## config.mk

```make
export PLATFORM = sky130hd
export DESIGN_NAME = systolic_skew_feeder
export DESIGN_NICKNAME = d
export VERILOG_FILES = /design/src/rtl/systolic_skew_feeder.sv
export SDC_FILE = /design/constraint.sdc
export NUM_CORES = 1
export LEC_CHECK = 0
export BUFFER_PORTS_ARGS = -buffer_cell sky130_fd_sc_hd__buf_2
export CORE_MARGIN = 2
export CORE_UTILIZATION = 62
export DETAILED_ROUTE_END_ITERATION = 8
export GPL_ROUTABILITY_DRIVEN = 0
export PLACE_DENSITY = 0.93
export SYNTH_ARGS = -nofsm -noshare
export SYNTH_HDL_FRONTEND = slang
export SYNTH_SLANG_ARGS = --single-unit
```

## constraint.sdc

```tcl
create_clock -name clk -period 5.12 [get_ports clk]
set_clock_uncertainty 0.15 [all_clocks]
set_input_delay 0.512 -clock clk [delete_from_list [all_inputs] [get_ports clk]]
set_output_delay 0.512 -clock clk [all_outputs]
set_load 0.005 [all_outputs]
```

## src/rtl/systolic_skew_feeder.sv

```systemverilog
// ---------------------------------------------------------------------------
// systolic_skew_feeder
//
// Buffers one NxN A matrix and one NxN B matrix, loaded a row at a time, and
// on start streams them into a systolic array with diagonal skew: A row i is
// delayed i beats and B column j is delayed j beats, with zero padding. The
// array enable is held for the whole feed-plus-drain window (3N-2 cycles) so
// every C[i][j] finishes, and done pulses once afterwards.
//
// Ports:
//   clk         rising-edge clock
//   reset       synchronous reset, active low
//   load_valid  a row pair is presented on load_a_row / load_b_row
//   load_ready  row pair is accepted this cycle (high only in LOAD)
//   load_a_row  A[r][k] at [k*BIT_WIDTH +: BIT_WIDTH]
//   load_b_row  B[r][k] at [k*BIT_WIDTH +: BIT_WIDTH]
//   start       begin streaming; honoured only in READY
//   busy        high while feeding or draining
//   A_out       array A input, lane i at [i*BIT_WIDTH +: BIT_WIDTH]
//   B_out       array B input, lane j at [j*BIT_WIDTH +: BIT_WIDTH]
//   sa_enable   array enable
//   done        one-cycle pulse in the first LOAD cycle after a run
// ---------------------------------------------------------------------------
module systolic_skew_feeder #(
    parameter int BIT_WIDTH = 8,
    parameter int N         = 4
) (
    input  logic                   clk,
    input  logic                   reset,
    input  logic                   load_valid,
    output logic                   load_ready,
    input  logic [BIT_WIDTH*N-1:0] load_a_row,
    input  logic [BIT_WIDTH*N-1:0] load_b_row,
    input  logic                   start,
    output logic                   busy,
    output logic [BIT_WIDTH*N-1:0] A_out,
    output logic [BIT_WIDTH*N-1:0] B_out,
    output logic                   sa_enable,
    output logic                   done
);

    localparam int CW = $clog2(3*N-2);
    localparam int VW = BIT_WIDTH*N;

    localparam logic [CW-1:0] ROW_LAST   = CW'(N-1);
    localparam logic [CW-1:0] FEED_LAST  = CW'(2*N-2);
    localparam logic [CW-1:0] DRAIN_LAST = CW'(3*N-3);

    typedef enum logic [1:0] {
        S_LOAD,
        S_READY,
        S_FEED,
        S_DRAIN
    } state_t;

    state_t            r_state;
    logic [CW-1:0]     r_row_cnt;
    logic [CW-1:0]     r_beat_cnt;
    logic              r_done;
    logic [VW-1:0]     r_a_out;
    logic [VW-1:0]     r_b_out;

    logic [BIT_WIDTH-1:0] r_a_buf [N][N];
    logic [BIT_WIDTH-1:0] r_b_buf [N][N];

    state_t            w_state_nxt;
    logic [CW-1:0]     w_row_nxt;
    logic [CW-1:0]     w_beat_nxt;
    logic              w_done_nxt;
    logic              w_load_fire;
    logic [VW-1:0]     w_a_nxt;
    logic [VW-1:0]     w_b_nxt;

    // ------------------------------------------------------------------
    // Next-state, counters and the next beat's lane values.
    // ------------------------------------------------------------------
    always_comb begin
        // NOTE: every signal gets a default before the case so no path
        // leaves one unassigned, which would infer a latch.
        w_state_nxt = r_state;
        w_row_nxt   = r_row_cnt;
        w_beat_nxt  = r_beat_cnt;
        w_done_nxt  = 1'b0;
        w_load_fire = 1'b0;

        case (r_state)
            S_LOAD: begin
                if (load_valid) begin
                    w_load_fire = 1'b1;
                    if (r_row_cnt == ROW_LAST) begin
                        w_row_nxt   = '0;
                        w_state_nxt = S_READY;
                    end else begin
                        w_row_nxt = r_row_cnt + 1'b1;
                    end
                end
            end
            S_READY: begin
                if (start) begin
                    w_beat_nxt  = '0;
                    w_state_nxt = S_FEED;
                end
            end
            S_FEED: begin
                w_beat_nxt = r_beat_cnt + 1'b1;
                if (r_beat_cnt == FEED_LAST) begin
                    w_state_nxt = S_DRAIN;
                end
            end
            S_DRAIN: begin
                if (r_beat_cnt == DRAIN_LAST) begin
                    w_beat_nxt  = '0;
                    w_state_nxt = S_LOAD;
                    w_done_nxt  = 1'b1;
                end else begin
                    w_beat_nxt = r_beat_cnt + 1'b1;
                end
            end
            default: begin
                w_state_nxt = S_LOAD;
            end
        endcase

        // Lanes are registered, so they are computed for the beat about to
        // start. Element (i,k) sits on the diagonal t = i + k: A[i][k] goes
        // out on A lane i and B[i][k] on B lane k. Everything else is zero.
        w_a_nxt = '0;
        w_b_nxt = '0;
        if (w_state_nxt == S_FEED) begin
            for (int i = 0; i < N; i++) begin
                for (int k = 0; k < N; k++) begin
                    if (w_beat_nxt == CW'(i + k)) begin
                        w_a_nxt[i*BIT_WIDTH +: BIT_WIDTH] = r_a_buf[i][k];
                        w_b_nxt[k*BIT_WIDTH +: BIT_WIDTH] = r_b_buf[i][k];
                    end
                end
            end
        end
    end

    // ------------------------------------------------------------------
    // Control state and registered outputs.
    // ------------------------------------------------------------------
    always_ff @(posedge clk) begin
        // NOTE: state is written with non-blocking assignments so every
        // register samples the pre-edge values, independent of block order.
        if (!reset) begin
            r_state    <= S_LOAD;
            r_row_cnt  <= '0;
            r_beat_cnt <= '0;
            r_done     <= 1'b0;
            r_a_out    <= '0;
            r_b_out    <= '0;
        end else begin
            r_state    <= w_state_nxt;
            r_row_cnt  <= w_row_nxt;
            r_beat_cnt <= w_beat_nxt;
            r_done     <= w_done_nxt;
            r_a_out    <= w_a_nxt;
            r_b_out    <= w_b_nxt;
        end
    end

    // ------------------------------------------------------------------
    // Matrix buffers.
    // NOTE: the buffers have no reset; their contents are meaningless until
    // reloaded, and leaving them out keeps them mappable to plain storage.
    // ------------------------------------------------------------------
    always_ff @(posedge clk) begin
        if (w_load_fire) begin
            for (int r = 0; r < N; r++) begin
                if (r_row_cnt == CW'(r)) begin
                    for (int k = 0; k < N; k++) begin
                        r_a_buf[r][k] <= load_a_row[k*BIT_WIDTH +: BIT_WIDTH];
                        r_b_buf[r][k] <= load_b_row[k*BIT_WIDTH +: BIT_WIDTH];
                    end
                end
            end
        end
    end

    assign load_ready = (r_state == S_LOAD);
    assign busy       = (r_state == S_FEED) || (r_state == S_DRAIN);
    assign sa_enable  = busy;
    assign done       = r_done;
    assign A_out      = r_a_out;
    assign B_out      = r_b_out;

endmodule

```

; ---- Word-level counts from Yosys, hierarchy flattened
; Memory sizes are Yosys's and may differ from the RTL's.
; Index checks and enable logic that the tools add are counted.
[word_totals]
register_bits = 75
latchBits = 0
wordCells = 113
mem_count = 2
inputBits = 68
out_inout_bits = 68
romBits = 0
ramBits = 256
[op_classes]
n_lt_le_gt_ge = 0
n_div = 0
n_eq_ne = 15
mul = 0
n_shift = 0
bitwise = 0
n_addsub = 2
muxes = 75
n_reduce_logical = 13
[memory_table]
columns = memory, depth, width, read_ports, rd_ports_with_merged_regs, wr, line
row1 = r_a_buf, 4, 32, 4, 0, 1, 63  ; logic [BIT_WIDTH-1:0] r_a_buf [N][N];
row2 = r_b_buf, 4, 32, 4, 0, 1, 64  ; logic [BIT_WIDTH-1:0] r_b_buf [N][N];
[ops]
columns = op, n
row1 = 2-to-1 mux 8 bit, 32
row2 = 2-to-1 mux 32 bit, 6
row3 = OR reduction 32 bit, 6
row4 = 2-to-1 mux 2 bit, 11
row5 = 2-to-1 mux 1 bit, 21
row6 = == test 4 x 2 -> 1 bit (second input constant), 4
row7 = == test 4 x 3 -> 1 bit (second input constant), 4
row8 = 2-to-1 mux 4 bit, 3
row9 = one-hot mux 4 bit (3 select lines), 1
row10 = adder 4 x 1 -> 4 bit (second input constant), 2
row11 = == test 4 x 1 -> 1 bit (second input constant), 2
row12 = logical NOT 4 bit, 2
row13 = one-hot mux 2 bit (4 select lines), 1
row14 = == test 2 bit (second input constant), 3
row15 = AND reduction 2 bit, 3
row16 = == test 4 bit (second input constant), 1
row17 = == test 2 x 1 -> 1 bit (second input constant), 1
row18 = logical NOT 2 bit, 1
row19 = logical OR 1 bit, 1

; ---- Depth between registers and ports, before layout
; Gate-level depths: netlist (run 1).
[logic_depth]
word_depth = 8
mapped_depth = 10
mapped_depth_nobuf = 8

; ---- Worst setup path after synthesis (run 1)
; Ideal clock, no wire load.
[synth_timing]
kind = input-to-reg
start = input port load_valid
end = memory r_a_buf[0][0] in the netlist's numbering (enable)
setup_time_ns = 0.429
required_time_ns = 4.541
slack_ns = 2.035
cell_stages = 2
n_path_buf = 0
arrival_time_ns = 2.506
path_cell_list = nor3b_2 -> and3_1
[synth_between]
elab_chain_len = 8
elab_cells_between_ends = 19
[synth_rtl]
columns = item, line
row1 = start: declaration, 30  ; input logic load_valid,
row2 = 2-to-1 mux 1 bit (*), 88  ; if (load_valid) begin
row3 = 2-to-1 mux 1 bit (*), 86  ; case (r_state)
row4 = 2-to-1 mux 1 bit, 170  ; if (w_load_fire) begin
row5 = 2-to-1 mux 1 bit (implied by the code), 174  ; r_a_buf[r][k] <= load_a_row[k*BIT_WIDTH +: BIT_WIDTH];
row6 = OR reduction 32 bit (no source line), --
row7 = 2-to-1 mux 2 bit (no source line) or 2-to-1 mux 1 bit (tied branches) (3 in a row), --
row8 = end: declaration, 63
; Mark *: on every way between the ends. The rest lies on a longest branch, timed or not.

; ---- Final worst setup path (run 1)
[layout_timing]
start = register r_state[1]
end = register r_a_out[12], in the netlist A_out[12]
[layout_between]
elab_chain_len = 7
elab_cells_between_ends = 21
[layout_rtl]
columns = item, line
row1 = start: declaration, 56  ; state_t r_state;
row2 = start signal: assignment, 155  ; r_state <= w_state_nxt;
row3 = == test 2 bit or == test 2 x 1 -> 1 bit (tied branches), 86
row4 = one-hot mux 4 bit (3 select lines), 86
row5 = == test 4 x 1 -> 1 bit, 132  ; if (w_beat_nxt == CW'(i + k)) begin
row6 = 2-to-1 mux 8 bit (4 in a row), 132
row7 = end signal: assignment, 159  ; r_a_out <= w_a_nxt;
row8 = end: declaration, 60  ; logic [VW-1:0] r_a_out;
; Several ways; a longest one is shown, not always the timed one.
; A chain may end at the register's enable or synchronous reset.

==> results of run 1 <==
[metal layers]
metal | part of all wire, % | wire length, µm | vias up
li1 | - | - | 3206
met1 | 36 | 10400 | 3604
met2 | 49 | 13900 | 564
met3 | 11 | 3090 | 118
met4 | 4.1 | 1160 | 0
met5 | 0 | 0 | -
[flip-flops by register name, summed over array words and instances, names as in the netlist]
register	cells
A_out	32
B_out	32
done	1
r_a_buf	128
r_b_buf	128
r_beat_cnt	4
r_row_cnt	4
r_state	2
[per-stage QoR]
stage | total power, mW | hold slack, ns
global placement | 3.25 | 0.348
detailed placement | 3.26 | 0.364
CTS | 5.48 | 0.0149
global route | 5.60 | 0.0125
floorplan | 3.17 | 0.330
finish | 5.49 | 0.0140
[layout by cell type (no fill, tap or decap), types with 3 or more instances in the layout]
cell,n
a32oi_1,16
nor2_1,55
o22a_1,16
inv_1,6
nand2_1,41
and3_4,3
clkinv_2,6
a211oi_1,19
nand3_1,4
nor3_1,54
and2_1,5
a21oi_1,3
a211oi_2,13
a21o_1,16
bufinv_16,4
o22ai_1,16
dfxtp_1,75
clkinv_1,6
nand2_2,3
clkbuf_16,31
nor3_2,10
clkbuf_1,6
buf_2,135
ha_1,7
a31oi_1,33
edfxtp_1,256
mux2_2,16
buf_4,7
mux2i_1,16
nor2b_1,3
[worst reg2reg max path, stage by stage (launching register included)]
cell and delay [ns]:
dfxtp_1 0.77, a21oi_1 0.23, nand2_1 0.21, o21a_1 0.90, nand4_2 0.78, nor2_1 0.42, a211oi_2 0.08
[Yosys cell counts, drive strengths merged, types with 2 or more instances]
| master | n |
|---|---|
| nor3 | 66 |
| o22ai | 16 |
| a211oi | 32 |
| nor2 | 58 |
| o22a | 16 |
| nand2b | 2 |
| and2 | 7 |
| a21o | 16 |
| nor2b | 3 |
| inv | 7 |
| o21a | 2 |
| a31oi | 33 |
| nand4 | 4 |
| nand2 | 44 |
| and3 | 5 |
| o21ai | 2 |
| a21oi | 5 |
| edfxtp | 256 |
| ha | 7 |
| mux2 | 16 |
| xor2 | 2 |
| a32oi | 16 |
| nand3 | 5 |
| buf | 42 |
| mux2i | 16 |
| clkbuf | 7 |
| dfxtp | 75 |
[cell type report]
type / count / area, µm² / area share, %
Clock buffer: 39 / 826 / 5.93
Clock inverter: 17 / 180 / 1.29
Inverter: 7 / 26.3 / 0.189
Multi-Input combinational cell: 383 / 2650 / 19.0
Sequential cell: 331 / 9190 / 65.9
Tap cell: 265 / 332 / 2.38
Timing Repair Buffer: 142 / 728 / 5.23
[power by group through the flow]
stage | sequential, mW | combinational [mW] | clock, mW
floorplan | 3.09 | 0.0860 | 0
global placement | 3.09 | 0.164 | 0
detailed placement | 3.09 | 0.170 | 0
CTS | 3.04 | 0.173 | 2.27
global route | 3.05 | 0.187 | 2.37
finish | 3.04 | 0.174 | 2.28
[final timing paths]
path	start	end	slack (ns)	cells after the start
worst max-delay path	r_state[1]$_SDFF_PN0_	A_out[12]$_SDFF_PN0_	1.43	6
worst min-delay path	load_b_row[30]	r_b_buf[3][6]$_DFFE_PP_	0.01	1
worst max register to register	r_state[1]$_SDFF_PN0_	A_out[12]$_SDFF_PN0_	1.43	6
worst min register to register	r_b_buf[3][12]$_DFFE_PP_	B_out[20]$_SDFF_PN0_	0.37	2
[cells by family (layout without fill, tap and decap cells)]
logic type	Yosys count	after routing	share of synthesized area, %
flip-flops	331	331	75.6
AND/OR/NAND/NOR	198	198	8.44
AO/OA/AOI/OAI	143	143	9.52
buffers and inverters	56	205	2.71
multiplexers	32	32	2.80
adder cells (fa/ha/maj)	7	7	0.721
XOR/XNOR	3	3	0.216
==> flow_summary.yaml, run 1 <==
final_layout:
  diodes: 0
  finish.utilization_pct: 72.1
  layout.nets: 970
  layout-drive-gt1-share_pct: 27.1
  fin_cells: 1184
  nFillCells: 1090
  stdcell_area_um2: 13900
  syn2layout_area_growth_pct: 14.6
synthesis:
  synth-edff-count: 256
  synth_seq_cells: 331
  yosysWarnings: 0
  synthDistinctLibCells: 51
  syn-num-nets: 845
  synth_cells: 770
  synth_top_cells_by_area: "edfxtp_1, dfxtp_1, nor3_1"
  avgSynthCellArea_um2: 15.8
  ys.flop_type: "edfxtp_1"
  synth.largest_area_cell: "edfxtp_1"
  yosysSeqAreaShare_pct: 75.6
  async_flop_share_pct: 0
  syn_area_um2: 12200
  yosysTopAreaCellShare_pct: 63.2
grt:
  grt_pass1_vias: 7478
  grt_util_met3_pct: 6.03
  antenna_found_initial: 0
  top_usage_layer: "met2"
  grt_pass1_wl_mm: 42.4
  grt_overflow_total: 0
  gr-usage-met2_pct: 44.7
  met1_usage_pct: 36.0
  track_usage_pct: 27.4
  grt_max_degree: 65
worst_setup_path:
  max_stage_delay_ns: 0.90
  path_max_fanout: 20
  path_cells: "a21oi_1 -> nand2_1 -> o21a_1 -> nand4_2 -> nor2_1 -> a211oi_2"
  endpoint_kind: "flop"
  critPathSlowestCell: "o21a_1"
  arrival_ns: 3.94
  crit_type: "flop to flop"
  critPathLaunchType: "flop"
  cp_top_family: "simple AND/OR/NAND/NOR gates"
  path_buf_inv: 0
  cp.required_ns: 5.37
sta:
  slew_headroom_pct: 25.5
  tightest_slew_ns: 1.12
  min_period_ns: 3.69
  fmax_ghz: 0.271
  hold_violations: 0
  finalSetupTns_ns: 0
  rsz0062_at_grt: "no"
  fin_crit_sh_pct: 72.1
  worst_slack_ns: 1.43
  finalSetupViolCount: 0
  slew_violations: 0
power:
  combPwrFrac_pct: 3.2
  swShare_pct: 20.0
  seq_power_share_pct: 55.4
  p_clk_share_pct: 41.5
  p_sw_mw: 1.10
  power.leakage_nw: 4.74
  p_per_area_nw_per_um2: 394
  p_int_mw: 4.39
  irDropWorstVdd_mv: 0.274
worst_hold_path:
  hold_path_class: "input pin to flop"
placed_design:
  pre_cts_ws_ns: 1.60
  hpwl_mm: 15.3
  dp.cells: 1128
  io_buffer_count: 135
  place_area_um2: 12900
die:
  die_x_um: 144
  dieArea_um2: 20700
  fp.coreArea_um2: 19300
  die_h_um: 144
  row_count: 51
  io_pins: 136
  start_util_pct: 62.9
clock_tree:
  path_clk_slew_ns: 0.06
  root_buffer: "clkbuf_16"
  cts-resized-gates: 0
  cts_tree: "yes"
  cts_hold_buffers: 0
  clkLatencyLatePin_ns: 0.56
  cts_buffer_depth: 3
  cts_setup_buffers: 0
  numCtsBuffers: 30
  cts.sinks: 331
  htree_levels: 1
routing:
  drt-total-wl_mm: 28.5
  post-route-drc-count: 0
  first_iter_violations: 985
  ant_nets: 0
  drt_pass1_iterations: 5
  via_count: 7492
  wire_per_inst_um: 24.1
  viasPerCell: 6.33
flow_run:
  drv_cap: 0
run_status:
  status: "finished, final reports clean"
(Power assumes the default switching activity.)
==> inputs of run 2 (changes only) <==
--- a/config.mk
+++ b/config.mk
@@ -7,10 +7,10 @@
 export LEC_CHECK = 0
 export BUFFER_PORTS_ARGS = -buffer_cell sky130_fd_sc_hd__buf_2
 export CORE_MARGIN = 2
-export CORE_UTILIZATION = 62
+export CORE_UTILIZATION = 52
 export DETAILED_ROUTE_END_ITERATION = 8
 export GPL_ROUTABILITY_DRIVEN = 0
-export PLACE_DENSITY = 0.93
+export PLACE_DENSITY = 0.84
 export SYNTH_ARGS = -nofsm -noshare
 export SYNTH_HDL_FRONTEND = slang
 export SYNTH_SLANG_ARGS = --single-unit
==> constraint.sdc (replaced) <==
create_clock -name clk -period 3.1 [get_ports clk]
set_clock_uncertainty 0.15 [all_clocks]
set_input_delay 0.31 -clock clk [delete_from_list [all_inputs] [get_ports clk]]
set_output_delay 0.31 -clock clk [all_outputs]
set_load 0.005 [all_outputs]
==> run 2 against run 1 <==
  * Critical path depth up 3
  * Largest power group unchanged
  * Setup slack lost 1.3 ns
  * Core utilization fell by 6.9 points
  * Via count down 0.59%
  * Largest cell class unchanged
  * Hold slack better by 0.17 ns
  * Wire length fell by 2.8%
  * Maximum frequency is 26% higher
  * Cell area increased by 6.4%
  * Total power grew 63%
==> flow_summary.yaml, run 2 (same netlist as run 1, synthesis figures left out) <==
clock_tree:
  cts_setup_buffers: 0
  path_clk_slew_ns: 0.06
  htree_levels: 1
  root_buffer: "clkbuf_16"
  cts.sinks: 331
  cts_tree: "yes"
  clkLatencyLatePin_ns: 0.56
  numCtsBuffers: 30
  cts-resized-gates: 0
  cts_buffer_depth: 3
routing:
  via_count: 7448
  wl_met2_mm: 14.0
  met3WireLength_mm: 2.24
  wire_per_inst_um: 21.0
  drt-total-wl_mm: 27.7
  post-route-drc-count: 0
  ant_nets: 0
  m1WireLength_mm: 10.9
  drt_pass1_iterations: 5
  top_layer: "met4"
  first_iter_violations: 676
  viasPerCell: 5.66
power:
  p_per_area_nw_per_um2: 605
  irDropWorstVdd_mv: 0.447
  total_power_mw: 8.97
  power.leakage_nw: 5.11
grt:
  grt_pass1_wl_mm: 41.8
  grt_overflow_total: 0
  track_usage_pct: 22.5
  grt_pass1_vias: 7537
  antenna_found_initial: 0
  grt_max_degree: 49
die:
  dieArea_um2: 24600
  fp.coreArea_um2: 22800
  row_count: 55
  io_pins: 136
  die_h_um: 157
  die_x_um: 157
  start_util_pct: 53.4
sta:
  slew_violations: 0
  hold_violations: 0
  rsz0062_at_grt: "no"
  fmax_ghz: 0.342
  fin_crit_sh_pct: 94.3
  min_period_ns: 2.92
  slew_headroom_pct: 37.2
  finalSetupViolCount: 0
  finalSetupTns_ns: 0
  tightest_slew_ns: 0.939
flow_run:
  drv_cap: 0
final_layout:
  nFillCells: 1531
  multiInputGateArea_um2: 2650
  diodes: 0
  layout.nets: 1055
  layout-drive-gt1-share_pct: 26.8
  regArea_um2: 9190
  reg_top3: "r_a_buf (128), r_b_buf (128)"
  syn2layout_area_growth_pct: 22.0
  layout_common_cells: "edfxtp_1, buf_2, dfxtp_1"
  layout_commonest_cell: "edfxtp_1"
worst_setup_path:
  worst-path-stages: 9
  cp_top_family: "simple AND/OR/NAND/NOR gates"
  cpMostUsedCell: "nand2_2"
  crit_type: "flop to flop"
  critPathSlowestCell: "dfxtp_1"
  path_max_fanout: 19
  path_buf_inv: 2
  arrival_ns: 3.19
  max_stage_delay_ns: 0.40
  path_cells: "inv_1 -> ha_1 -> and3b_1 -> a2bb2oi_2 -> nand2_2 -> nand2_2 -> buf_12 -> a21o_1 -> a211oi_1"
  cp.required_ns: 3.37
  critPathLaunchType: "flop"
  endpoint_kind: "flop"
  rr_worst_depth: 9
worst_hold_path:
  hold_depth: 4
  hold_path_class: "input pin to flop"
placed_design:
  hpwl_mm: 16.5
  io_buffer_count: 135
run_status:
  status: "finished, final reports clean"
[run 2: cell types whose count changed in the layout (fill, tap and decap cells not counted), sizes merged]
cell	change
buf	+20
clkbuf	+6
clkinv	-4
bufinv	-2
dlygate4sd3	+65
[run 2: power by group]
group | switching, mW | leakage [nW] | internal [mW]
combinational | 0.218 | 1.68 | 0.150
sequential | 0.0445 | 2.95 | 4.97
clock | 1.53 | 0.472 | 2.06
total | 1.79 | 5.11 | 7.17
[run 2: cell type report]
type                    count  share of cell area [%]
clock buffers              45                    5.71
clock inverters            11                   0.818
inverters                   7                   0.177
multi-input cells         383                    17.9
flip-flops and latches    331                    62.0
well taps                 313                    2.64
repair buffers            227                    10.8
[run 2: worst paths after layout]
| check | start | to | slack [ns] |
|---|---|---|---|
| setup / recovery | r_beat_cnt[1]$_SDFF_PN0_ | B_out[9]$_SDFF_PN0_ | 0.18 |
| hold / removal | start | r_state[1]$_SDFF_PN0_ | 0.18 |
| setup reg to reg | r_beat_cnt[1]$_SDFF_PN0_ | B_out[9]$_SDFF_PN0_ | 0.18 |
| hold reg to reg | r_row_cnt[3]$_SDFFE_PN0P_ | r_row_cnt[3]$_SDFFE_PN0P_ | 0.37 |
[run 2: worst min-delay path: stages]
cell and delay, ns:
buf_2 0.10, a21oi_1 0.11, nand2b_1 0.20, a21oi_4 0.13
[run 2: routing by layer]
metal	GRT usage [%]	vias to the layer above
li1	-	3387
met1	28.9	3643
met2	39.2	368
met3	3.58	50
met4	7.65	0
met5	0	-
[run 2: repair_timing]
action / in CTS / in global routing
endpoints found under the setup margin: 0 / 0
hold endpoints to repair: 265 / 0
hold buffers: 65 / 0
[run 2: metrics by stage]
| stage | utilization [%] | cell area [µm²] | instances | setup slack (ns) | hold slack [ns] |
|---|---|---|---|---|---|
| 3_5_place_dp | 58.0 | 13200 | 1196 | 0.300 | 0.355 |
| 3_3_place_gp | 58.0 | 13200 | 1196 | 0.357 | 0.345 |
| 5_1_grt | 65.1 | 14800 | 1317 | 0.0368 | 0.213 |
| 6_report | 65.1 | 14800 | 1317 | 0.175 | 0.184 |
| 2_1_floorplan | - | 12200 | 770 | 0.0764 | 0.259 |
| 4_1_cts | 65.1 | 14800 | 1317 | 0.259 | 0.174 |
